`src/rtl/psum_drain.sv`:
```
// psum_drain: resolves a PE column's carry-save partial-sum pair with a two-stage
// split adder and streams the results out through a credit-guarded FIFO.
module psum_drain #(
  parameter int SIZE  = 16,
  parameter int DEPTH = 8
) (
  input  logic                   clk,
  input  logic                   rst,
  input  logic                   in_valid,
  output logic                   in_ready,
  input  logic [SIZE+15:0]       psum0,
  input  logic [SIZE+15:0]       psum1,
  input  logic                   in_last,
  output logic                   out_valid,
  input  logic                   out_ready,
  output logic [SIZE+15:0]       out_data,
  output logic                   out_last,
  output logic [$clog2(DEPTH):0] occupancy
);

  localparam int W  = SIZE + 16;
  localparam int H  = W / 2;
  localparam int UW = W - H;
  localparam int AW = $clog2(DEPTH);
  localparam int CW = AW + 1;
  localparam int KW = CW + 1;
  localparam logic [KW-1:0] DEPTH_K = KW'(DEPTH);
  localparam logic [CW-1:0] OCC_ONE = CW'(1);
  localparam logic [AW-1:0] PTR_ONE = AW'(1);

  // stage 1: low-half sum with its carry, raw upper halves
  logic          s1_valid_r;
  logic [H:0]    s1_low_r;
  logic [UW-1:0] s1_hi0_r;
  logic [UW-1:0] s1_hi1_r;
  logic          s1_last_r;

  // stage 2: fully resolved result
  logic          s2_valid_r;
  logic [H-1:0]  s2_low_r;
  logic [UW-1:0] s2_up_r;
  logic          s2_last_r;

  logic [W:0]    mem_r [DEPTH];
  logic [AW-1:0] wr_ptr_r;
  logic [AW-1:0] rd_ptr_r;
  logic [CW-1:0] occ_r;

  logic [KW-1:0] credit_s;
  logic          in_ready_s;
  logic          accept_s;
  logic          out_valid_s;
  logic          pop_s;
  logic          push_s;
  logic [H:0]    low_sum_s;
  logic [UW-1:0] up_sum_s;
  logic [W:0]    head_s;

  // Handshakes, credit and adder halves; in_ready depends on state and rst only
  always_comb begin
    credit_s    = {1'b0, occ_r} + {{(KW-1){1'b0}}, s1_valid_r} + {{(KW-1){1'b0}}, s2_valid_r};
    in_ready_s  = 1'b0;
    out_valid_s = 1'b0;
    if (rst) begin
      in_ready_s  = 1'b0;
      out_valid_s = 1'b0;
    end else begin
      in_ready_s  = (credit_s < DEPTH_K);
      out_valid_s = (occ_r != {CW{1'b0}});
    end
    accept_s  = in_valid && in_ready_s;
    pop_s     = out_valid_s && out_ready;
    push_s    = s2_valid_r;
    low_sum_s = {1'b0, psum0[H-1:0]} + {1'b0, psum1[H-1:0]};
    up_sum_s  = s1_hi0_r + s1_hi1_r + {{(UW-1){1'b0}}, s1_low_r[H]};
    head_s    = mem_r[rd_ptr_r];
  end

  // Output view of the FIFO head, forced quiet while empty or in reset
  always_comb begin
    in_ready  = in_ready_s;
    out_valid = out_valid_s;
    out_data  = {W{1'b0}};
    out_last  = 1'b0;
    occupancy = {CW{1'b0}};
    if (out_valid_s) begin
      out_data = head_s[W-1:0];
      out_last = head_s[W];
    end else begin
      out_data = {W{1'b0}};
      out_last = 1'b0;
    end
    if (rst) begin
      occupancy = {CW{1'b0}};
    end else begin
      occupancy = occ_r;
    end
  end

  // Stage 1 register: captures an accepted pair
  always_ff @(posedge clk) begin
    if (rst) begin
      s1_valid_r <= 1'b0;
      s1_low_r   <= {(H+1){1'b0}};
      s1_hi0_r   <= {UW{1'b0}};
      s1_hi1_r   <= {UW{1'b0}};
      s1_last_r  <= 1'b0;
    end else begin
      s1_valid_r <= accept_s;
      if (accept_s) begin
        s1_low_r  <= low_sum_s;
        s1_hi0_r  <= psum0[W-1:H];
        s1_hi1_r  <= psum1[W-1:H];
        s1_last_r <= in_last;
      end
    end
  end

  // Stage 2 register: upper half absorbs the low-half carry
  always_ff @(posedge clk) begin
    if (rst) begin
      s2_valid_r <= 1'b0;
      s2_low_r   <= {H{1'b0}};
      s2_up_r    <= {UW{1'b0}};
      s2_last_r  <= 1'b0;
    end else begin
      s2_valid_r <= s1_valid_r;
      if (s1_valid_r) begin
        s2_low_r  <= s1_low_r[H-1:0];
        s2_up_r   <= up_sum_s;
        s2_last_r <= s1_last_r;
      end
    end
  end

  // FIFO storage; credit accounting guarantees there is room on every push
  always_ff @(posedge clk) begin
    if (!rst && push_s) begin
      mem_r[wr_ptr_r] <= {s2_last_r, s2_up_r, s2_low_r};
    end
  end

  // FIFO pointers and occupancy counter
  always_ff @(posedge clk) begin
    if (rst) begin
      wr_ptr_r <= {AW{1'b0}};
      rd_ptr_r <= {AW{1'b0}};
      occ_r    <= {CW{1'b0}};
    end else begin
      if (push_s) begin
        wr_ptr_r <= wr_ptr_r + PTR_ONE;
      end
      if (pop_s) begin
        rd_ptr_r <= rd_ptr_r + PTR_ONE;
      end
      case ({push_s, pop_s})
        2'b10:   occ_r <= occ_r + OCC_ONE;
        2'b01:   occ_r <= occ_r - OCC_ONE;
        default: occ_r <= occ_r;
      endcase
    end
  end

endmodule

```
`config.mk`:
```
export PLATFORM = sky130hd
export DESIGN_NAME = psum_drain
export DESIGN_NICKNAME = d
export VERILOG_FILES = /design/src/rtl/psum_drain.sv
export SDC_FILE = /design/constraint.sdc
export NUM_CORES = 1
export LEC_CHECK = 0
export ABC_CLOCK_PERIOD_IN_PS = 11250
export CELL_PAD_IN_SITES_DETAIL_PLACEMENT = 1
export CELL_PAD_IN_SITES_GLOBAL_PLACEMENT = 2
export CORE_ASPECT_RATIO = 1.75
export CORE_MARGIN = 5
export CORE_UTILIZATION = 46
export DETAILED_ROUTE_END_ITERATION = 7
export PLACE_DENSITY_LB_ADDON = 0.15
export SYNTH_ARGS = -nofsm -noshare
export SYNTH_HDL_FRONTEND = slang
export SYNTH_SLANG_ARGS = --single-unit
```
`constraint.sdc`:
```
create_clock -name clk -period 11.25 [get_ports clk]
set_clock_uncertainty 0.1 [all_clocks]
set_input_delay 2.25 -clock clk [delete_from_list [all_inputs] [get_ports clk]]
set_output_delay 2.25 -clock clk [all_outputs]
set_load 0.1 [all_outputs]
```
==> metrics.md <==
| Metric | Value |
|---|---|
| Wire length of the first global-routing pass | approximately 51 mm |
| Post-CTS sizing | 0 |
| Comb power frac | between 8 and 9% |
| Rel. slew slack | 32.1% |
| Max clock buf depth | 3 |
| Critical Path RT | slightly below 9 ns |
| Post-synthesis sequential area ratio | between 60% and 70% |
| Highest clock rate | about 130 MHz |
| Cts-stage hold buffer count | 0 |
| Area of the multi-input gates | about 0.0048 mm2 |
| CTS tree | yes |
| Drt drc | 0 |
| Clk sinks | ~360 |
| Clk pwr share | a little under 40% |
| Top-Level Pins | 108 |
| Layout Cells excl Fill | around 1500 |
| Sequential share of power | about 52% |
| Vias in the first global route | ~9000 |
| Die area | approximately 0.036 mm2 |
| Worst Path Max Fanout | 62 |
| Kind of critical path | primary input to primary output |
| Share of layout cells above drive strength 1 | roughly 14% |
| Outcome | completed |
| Buffers added on ports | ~110 |
| Drt first pass iters | 4 |
| Hold Path Class | flop to flop |
| DR vias | around 8400 |
| Final ANT Viol Nets | 0 |
| Area Growth Syn to Fin | 17.4% |
| Mapped Cells | between 1000 and 1500 |
| Setup repair bufs after CTS | 0 |
| Die W | 146 um |
| Initial drt markers | roughly 350 |
| Commonest non-fill, non-tap cell in the layout | edfxtp_1 |
| H-tree Lvls | 1 |
| FP Rows | between 80 and 90 |
| Overall Global Routing Usage | 18.0% |
| Peak VDD IR | 0.118 mV |
| Avg Synthesized Cell Area | ~15 um2 |
| RSZ-0062 raised after global routing | false |
| Syn nets | 1111 |
| Worst Max-Slew Pin Slew | 1.02 ns |
| Leak pwr | 5.96 nW |
| Clock Tree Root | clkbuf_16 |
| Synth cell types | 55 |
| Pin count of the biggest net entering global routing | 67 |
| Cell area power density | around 160 mW/mm2 |
| Post-Route Setup TNS | 0 ns |
| Post-synth top flop | edfxtp_1 |
| Largest cells by area after synthesis | edfxtp_1 (53%), dfxtp_1 (13%), mux4_2 (10%) |
| Crit. End Element | primary output |
| Fraction of power spent switching nets | between 20% and 30% |
| Reg area | 0.00990 mm2 |
| Ys Warns | 0 |
| Commonest cells after routing, fill and taps aside | edfxtp_1 (264), clkdlybuf4s50_1 (106), nand2_1 (100) |
| Inserted Clock Buffers | 30 |
| Period utilisation layout | 67.0% |
| Area leader, netlist | edfxtp_1 |
| P_sw | ~640 uW |
| N_diodes | 0 |
| Post-synth EDFFs | roughly 260 |
| Synthesized area | around 0.015 mm2 |
| Total grt overflow | 0 |
| GP Congestion | slightly above 0.7 |
| Slew Viols, Final | 0 |
| Clk slew on worst S/H paths | 0.07 ns |
| Die Y | around 250 um |
| Vias per cell | between 5 and 6 |
| Dpl cells | 1474 |
| Post-DP HPWL | 20.2 mm |
| Internal Power | ~2.2 mW |
| Synth top area share | between 50% and 60% |
| Final min period | between 7 and 8 ns |
| # setup viols final | 0 |
| Clk_lat worst skew | ~0.56 ns |
| FILL cells | 3054 |
| Fin nets | roughly 1200 |
| Arr. time, crit path | between 5 and 6 ns |
| Post-synth ARST share | 0% |
| Type of origin of the critical path | primary input |
| Max-cap violation count | 0 |
| Antenna violations before repair | 0 |
| Initial Utilization | between 40% and 50% |
| Final Hold Fails | 0 |
| Area of the core | about 0.032 mm2 |
| Total wire length | around 32 mm |
| Seq cells post-synth | 362 |
| Routed length per instance | around 21 um |
==> worst max-delay path, cell delays in order <==
cell	delay, ns
buf_4	0.34
buf_4	0.62
or2_2	0.75
inv_1	0.16
clkdlybuf4s50_1	1.04
==> cells in the mapped netlist (4+ instances only) <==
| cell | instances |
|---|---|
| edfxtp_1 | 264 |
| nand2_1 | 100 |
| dfxtp_1 | 98 |
| nor2_1 | 91 |
| a21oi_1 | 66 |
| mux4_2 | 66 |
| mux2i_1 | 59 |
| ha_1 | 36 |
| clkbuf_1 | 34 |
| o21ai_0 | 20 |
| xnor2_1 | 17 |
| xor2_1 | 15 |
| inv_1 | 12 |
| buf_1 | 11 |
| a21o_1 | 10 |
| a211oi_1 | 9 |
| nor2b_1 | 8 |
| nand3_1 | 7 |
| nand2b_1 | 6 |
| o21a_1 | 6 |
| buf_2 | 5 |
| o22ai_1 | 5 |
| a31o_2 | 4 |
| a31oi_1 | 4 |
| and2_1 | 4 |
==> routing by layer <==
| layer | up-vias | track usage (%) | wire (um) |
|---|---|---|---|
| met1 | 4249 | 22.9 | 13500 |
| met4 | 0 | 4.02 | 512 |
| li1 | 3980 | - | - |
| met3 | 35 | 1.75 | 1450 |
| met2 | 179 | 33.6 | 16900 |
| met5 | - | 0 | 0 |
==> worst paths after layout <==
check                      end         start  depth (start not counted)  slack, ns
setup / recovery     out_valid           rst                          5       3.71
hold / removal    s1_hi1_r[10]  s1_hi1_r[10]                          2       0.36
setup reg to reg      occ_r[2]      occ_r[0]                         12       7.96
hold reg to reg   s1_hi1_r[10]  s1_hi1_r[10]                          2       0.36
==> cells by family (layout without fill, tap and decap cells) <==
| family | after synthesis | in the layout | synth area share [%] |
|---|---|---|---|
| flip-flops | 362 | 362 | 66.3 |
| adder cells (fa/ha/maj) | 39 | 39 | 3.42 |
| AND/OR/NAND/NOR | 231 | 231 | 6.47 |
| multiplexers | 126 | 126 | 14.0 |
| AO/OA/AOI/OAI | 150 | 150 | 6.32 |
| buffers and inverters | 63 | 190 | 1.63 |
| XOR/XNOR | 32 | 32 | 1.88 |
==> area by class of cell <==
cell class	instances	share of cell area [%]
clock buffers	41	4.99
clock inverters	15	1.17
inverters	13	0.279
multi-input cells	578	27.5
flip-flops and latches	362	56.5
well taps	400	2.86
repair buffers	121	6.70
==> state kept, by name, indices dropped and copies added (netlist names), 3 cells and up, named ones only <==
| register | count |
|---|---|
| s2_low_r | 16 |
| s1_hi1_r | 16 |
| s1_low_r | 17 |
| rd_ptr_r | 3 |
| s2_up_r | 16 |
| wr_ptr_r | 3 |
| occ_r | 4 |
| mem_r | 264 |
| s1_hi0_r | 16 |
==> metrics by stage <==
step	hold WS (ns)	total power, mW	setup WS, ns	instance area (um2)	utilization, %
floorplan	0.332	1.68	4.54	14900	-
global placement	0.344	1.76	3.66	16400	51.2
detailed placement	0.350	1.76	3.62	16400	51.2
CTS	0.364	2.88	3.60	17500	54.5
global route	0.381	2.95	3.44	17500	54.5
finish	0.361	2.85	3.71	17500	54.5
==> power by group through the flow <==
stage,sequential (mW),clock (mW),combinational (mW)
finish,1.48,1.12,0.251
global route,1.48,1.20,0.276
CTS,1.48,1.15,0.257
detailed placement,1.51,0,0.255
global placement,1.50,0,0.253
floorplan,1.49,0,0.185
Power figures use the tool's default switching activity.
